===== config.mk =====
export PLATFORM = sky130hd
export DESIGN_NAME = reg_file_read
export DESIGN_NICKNAME = d
export VERILOG_FILES = /design/src/rtl/reg_file_read.sv
export SDC_FILE = /design/constraint.sdc
export NUM_CORES = 2
export LEC_CHECK = 0
export CAP_MARGIN = 20
export CORE_AREA = 2 2 323 405
export CTS_BUF_LIST = sky130_fd_sc_hd__clkbuf_4 sky130_fd_sc_hd__clkbuf_8 sky130_fd_sc_hd__clkbuf_16
export CTS_CLUSTER_DIAMETER = 200
export DETAILED_ROUTE_END_ITERATION = 10
export DIE_AREA = 0 0 325 407
export PLACE_DENSITY = 0.59
export RECOVER_POWER = 100
export SLEW_MARGIN = 25
export SYNTH_ARGS = -nofsm -noshare
export SYNTH_HDL_FRONTEND = slang
export SYNTH_SLANG_ARGS = --single-unit
export TNS_END_PERCENT = 10

===== constraint.sdc =====
create_clock -name clk -period 8.67 [get_ports clk]
set_clock_uncertainty 0.2 [all_clocks]
set_input_delay 1.734 -clock clk [delete_from_list [all_inputs] [get_ports clk]]
set_output_delay 1.734 -clock clk [all_outputs]
set_load 0.01 [all_outputs]

===== src/rtl/reg_file_read.sv =====
// ---------------------------------------------------------------------------
// reg_file_read
//
// Decode/operand-fetch register file for the RV32 pipeline. It takes the
// write-back value, holds the architectural registers (x0 reads as zero), and
// returns two registered source operands. A same-cycle write-back is forwarded
// to the read ports. A per-register pending scoreboard raises a combinational
// stall when a source is still waiting on an in-flight producer.
//
// Ports
//   clk, rst_n          clock; asynchronous active-low reset
//   wb_en/addr/data     write-back into the array (writes to x0 are dropped)
//   rd_en, rs1/rs2_addr operand read request
//   rs1/rs2_data        registered operands; hold their value when no read fires
//   rd_valid            operands were refreshed by a non-flushed read
//   stall               read-after-write hazard on the current request
//   issue_en, issue_rd  marks issue_rd pending when the instruction leaves decode
//   flush               clears every pending mark
// ---------------------------------------------------------------------------
module reg_file_read #(
    parameter int XLEN     = 32,
    parameter int NUM_REGS = 32,
    parameter int ADDR_W   = 5
) (
    input  logic              clk,
    input  logic              rst_n,
    input  logic              wb_en,
    input  logic [ADDR_W-1:0] wb_addr,
    input  logic [XLEN-1:0]   wb_data,
    input  logic              rd_en,
    input  logic [ADDR_W-1:0] rs1_addr,
    input  logic [ADDR_W-1:0] rs2_addr,
    output logic [XLEN-1:0]   rs1_data,
    output logic [XLEN-1:0]   rs2_data,
    output logic              rd_valid,
    output logic              stall,
    input  logic              issue_en,
    input  logic [ADDR_W-1:0] issue_rd,
    input  logic              flush
);

    logic [XLEN-1:0]     regs_reg [NUM_REGS];
    logic [NUM_REGS-1:0] pend_reg;
    logic [NUM_REGS-1:0] pend_next;
    logic [XLEN-1:0]     rs1_data_reg;
    logic [XLEN-1:0]     rs2_data_reg;
    logic [XLEN-1:0]     rs1_next;
    logic [XLEN-1:0]     rs2_next;
    logic                rd_valid_reg;

    logic wb_write;
    logic haz_rs1;
    logic haz_rs2;
    logic stall_int;
    logic rd_fire;
    logic issue_set;

    assign wb_write = wb_en && (wb_addr != '0);

    // A pending source is released in the very cycle its write-back appears,
    // because the bypass below delivers that value to the read port.
    assign haz_rs1   = pend_reg[rs1_addr] && !(wb_en && (wb_addr == rs1_addr));
    assign haz_rs2   = pend_reg[rs2_addr] && !(wb_en && (wb_addr == rs2_addr));
    assign stall_int = rd_en && (haz_rs1 || haz_rs2);
    assign rd_fire   = rd_en && !stall_int;

    // A stalled decode must not advance, so its issue is ignored.
    assign issue_set = issue_en && !stall_int && !flush && (issue_rd != '0);

    // Per-register pending update. Set is tested before clear so a new
    // producer issued alongside the old producer's write-back stays pending.
    assign pend_next[0] = 1'b0;
    generate
        for (genvar gi = 1; gi < NUM_REGS; gi++) begin : g_pend
            always_comb begin
                pend_next[gi] = pend_reg[gi];
                if (flush) begin
                    pend_next[gi] = 1'b0;
                end else if (issue_set && (issue_rd == ADDR_W'(gi))) begin
                    pend_next[gi] = 1'b1;
                end else if (wb_en && (wb_addr == ADDR_W'(gi))) begin
                    pend_next[gi] = 1'b0;
                end
            end
        end
    endgenerate

    // Operand select: zero register, then write-through bypass, then array.
    always_comb begin
        rs1_next = regs_reg[rs1_addr];
        rs2_next = regs_reg[rs2_addr];
        if (rs1_addr == '0) begin
            rs1_next = '0;
        end else if (wb_en && (wb_addr == rs1_addr)) begin
            rs1_next = wb_data;
        end
        if (rs2_addr == '0) begin
            rs2_next = '0;
        end else if (wb_en && (wb_addr == rs2_addr)) begin
            rs2_next = wb_data;
        end
    end

    always_ff @(posedge clk or negedge rst_n) begin
        if (!rst_n) begin
            for (int i = 0; i < NUM_REGS; i++) begin
                regs_reg[i] <= '0;
            end
        end else if (wb_write) begin
            regs_reg[wb_addr] <= wb_data;
        end
    end

    always_ff @(posedge clk or negedge rst_n) begin
        if (!rst_n) begin
            pend_reg     <= '0;
            rs1_data_reg <= '0;
            rs2_data_reg <= '0;
            rd_valid_reg <= 1'b0;
        end else begin
            pend_reg     <= pend_next;
            // Operands are captured even on a flush; only the valid is killed.
            if (rd_fire) begin
                rs1_data_reg <= rs1_next;
                rs2_data_reg <= rs2_next;
            end
            rd_valid_reg <= rd_fire && !flush;
        end
    end

    assign rs1_data = rs1_data_reg;
    assign rs2_data = rs2_data_reg;
    assign rd_valid = rd_valid_reg;
    assign stall    = stall_int;

endmodule


==> flow_summary.yaml <==
yosys:
  yosysWarnings: 0
  synth_common_cells: "dfrtp_1, mux2_2, mux4_2"
  synth.top_cell.area_share_pct: 47.7
  synth_cell_type_count: 57
  synthCells: 3739
  yosys_most_used_dff: "dfrtp_1"
  seq_area_frac_synth_pct: 47.7
  yosysMostFrequentCell: "dfrtp_1"
  synth_area_per_cell_um2: 15.7
  netlist_area_um2: 58800
  synthTopCellsByArea: "dfrtp_1, mux4_2, mux2_2, clkbuf_1, mux2i_1"
  yosys_register_bits: 1120
  synthArstFlopShare_pct: 100
  synth.largest_area_cell: "dfrtp_1"
  synth_edf_count: 0
  synth_nets: 3797
worst_setup_path:
  rr_worst_depth: 8
  reg2reg_to: "rs2_data[18]$_DFFE_PN0P_"
  arrival_ns: 8.25
  critPathKind: "in -> reg"
  r2r_slack_ns: 2.84
  required_ns: 9.07
  critPathCaptureType: "flop"
  cp_max_fo: 24
  worstSetupStartpointType: "input port"
  timing.rr.start: "pend_reg[10]$_DFFE_PN0P_"
status:
  status: "finished, violations left"
  violations: "capacitance limit, slew limit"
floorplanning:
  die-area_um2: 132000
  pin_count: 124
  fp.dieW_um: 325
  die_height_um: 407
  placement_rows: 147
  start_util_pct: 45.9
  coreArea_um2: 128000
clock_tree:
  clkTransAtPathRegs_ns: 0.06
  worstSkewPairLatency_ns: 0.74
  cts_tree: "yes"
  cts_resized: 0
  numCtsBuffers: 116
  cts_root_buf: "clkbuf_16"
  post_cts_buffers: 0
  cts.sinks: 1120
  cts_hold_buffers: 0
  htree_levels: 3
  clockBufferDepth: 3
job:
  maxCapViolCount: 55
layout:
  syn_to_final_growth_pct: 10.5
  multi_input_area_um2: 28600
  fin_util_pct: 50.7
  layout-drive-gt1-share_pct: 51.4
  seqCellArea_um2: 28000
  largest_register_ffs: 1024
  nNetsFinal: 3708
  fill_cells: 10803
timing:
  fin_crit_sh_pct: 90.5
  period_needed_ns: 7.84
  setup_tns_ns: 0
  relSlewSlack_pct: -206
  grt_setup_unrepaired: "false"
  tightest_slew_ns: 4.59
  hold_violations: 0
  slew_viol_final: 1864
  max_freq_mhz: 128
  finalSetupViolations: 0
routing:
  drc: 0
  drt_iter0_drc: 3392
  wl_mm: 183
  via_count: 36213
  ant_nets: 0
  first_pass_iters: 5
  wire_per_inst_um: 33.5
  vias_per_cell: 6.63
grt:
  grt_max_degree: 167
  antenna_found_initial: 14
  grt_pass1_vias: 37332
  grt_pass1_wl_mm: 269
  grt_overflow: 0
  grt_usage_pct: 28.0
pwr:
  power.density_nw_per_um2: 239
  leakage_uw: 0.0275
  ir_drop_mv: 0.179
place:
  io_buffers: 123
  place_hpwl_mm: 101
  gp_congestion: 0.803
min_path:
  min_to: "regs_reg[1010]$_DFFE_PN0P_"
  hp-class: "reg -> reg"
  min_from: "regs_reg[1010]$_DFFE_PN0P_"
  hold_path_depth: 0
[kinds of logic after synthesis]
| group | after synthesis | synth area share [%] |
|---|---|---|
| xor+xnor | 10 | 0.149 |
| simple gates | 225 | 2.08 |
| mux | 1705 | 43.8 |
| flops | 1120 | 47.7 |
| compound gates | 210 | 2.59 |
| buf+inv | 469 | 3.69 |
[cell type report]
type | count | area share (%)
timing repair buffer | 229 | 2.97
inverter | 33 | 0.191
multi-input combinational | 2150 | 44.0
tap | 1713 | 3.30
clock inverter | 44 | 0.896
sequential | 1120 | 43.1
antenna | 2 | 0.00771
clock buffer | 174 | 5.52
[per-stage QoR]
stage | std cells | power (uW) | area (um^2) | hold slack, ns | setup WS, ns
final | 5465 | 15500 | 65000 | 0.192 | 0.828
after global routing | 5465 | 16200 | 65000 | 0.208 | 0.874
after CTS | 5462 | 15700 | 65500 | 0.198 | 1.84
after detailed placement | 5244 | 10300 | 61300 | 0.184 | 1.86
after global placement | 5239 | 10200 | 61200 | 0.176 | 1.87
after floorplan | 3739 | 9160 | 58800 | 0.241 | 3.44
[how the worst max path moves through the flow]
stage                startpoint                        end  slack, ns  depth (start not counted)
CTS                  wb_addr[3]                      stall       1.84                          8
finish               wb_addr[0]  regs_reg[659]$_DFFE_PN0P_       0.83                          6
detailed placement   wb_addr[3]                      stall       1.86                          8
global placement     wb_addr[3]                      stall       1.87                          8
floorplan           rs2_addr[0]                      stall       3.44                          7
global route         wb_addr[0]  regs_reg[655]$_DFFE_PN0P_       0.87                          6
[routing by layer]
layer	vias to the layer above	GRT usage [%]	share of wire [%]	wire (um)
li1	14418	-	-	-
met1	20070	39.8	43	78700
met2	1383	44.1	47	85700
met3	336	4.45	6.6	12100
met4	6	9.87	3.5	6480
met5	-	0	0.019	35
[power by group]
group | switching (uW) | internal [uW] | total, uW
logic | 1190 | 1930 | 3120
clock network | 2210 | 3240 | 5440
registers | 724 | 6240 | 6970
total | 4120 | 11400 | 15500
[worst max-delay path: stages]
cell and delay (ns):
dlygate4sd3_1 0.75, nand2_1 0.22, or2_0 0.36, nor3b_1 2.37
clkbuf_1 2.27, mux2_2 0.48
[placed cells by master (no fill, tap or decap), types with 6 or more instances in the layout]
master           count
dfrtp_1           1120
mux2_2            1014
mux4_2             585
clkbuf_16          119
o22ai_1            104
mux2i_1             85
dlygate4sd3_1       70
buf_4               65
nor2_1              54
inv_1               33
clkdlybuf4s50_1     33
clkbuf_8            31
nand2_1             30
clkbuf_1            30
nor4_1              28
clkbuf_4            27
a222oi_1            25
clkinv_2            24
mux2_1              21
nand3b_1            20
nand2b_1            18
nor2b_1             17
o32ai_1             15
o21ai_0             13
nand3_1             13
bufinv_16           13
buf_2               13
a2111oi_0           11
nor3_1               9
xor2_1               8
a21oi_1              6
a22o_1               6
Note: power is estimated with default switching activity, not from simulation.
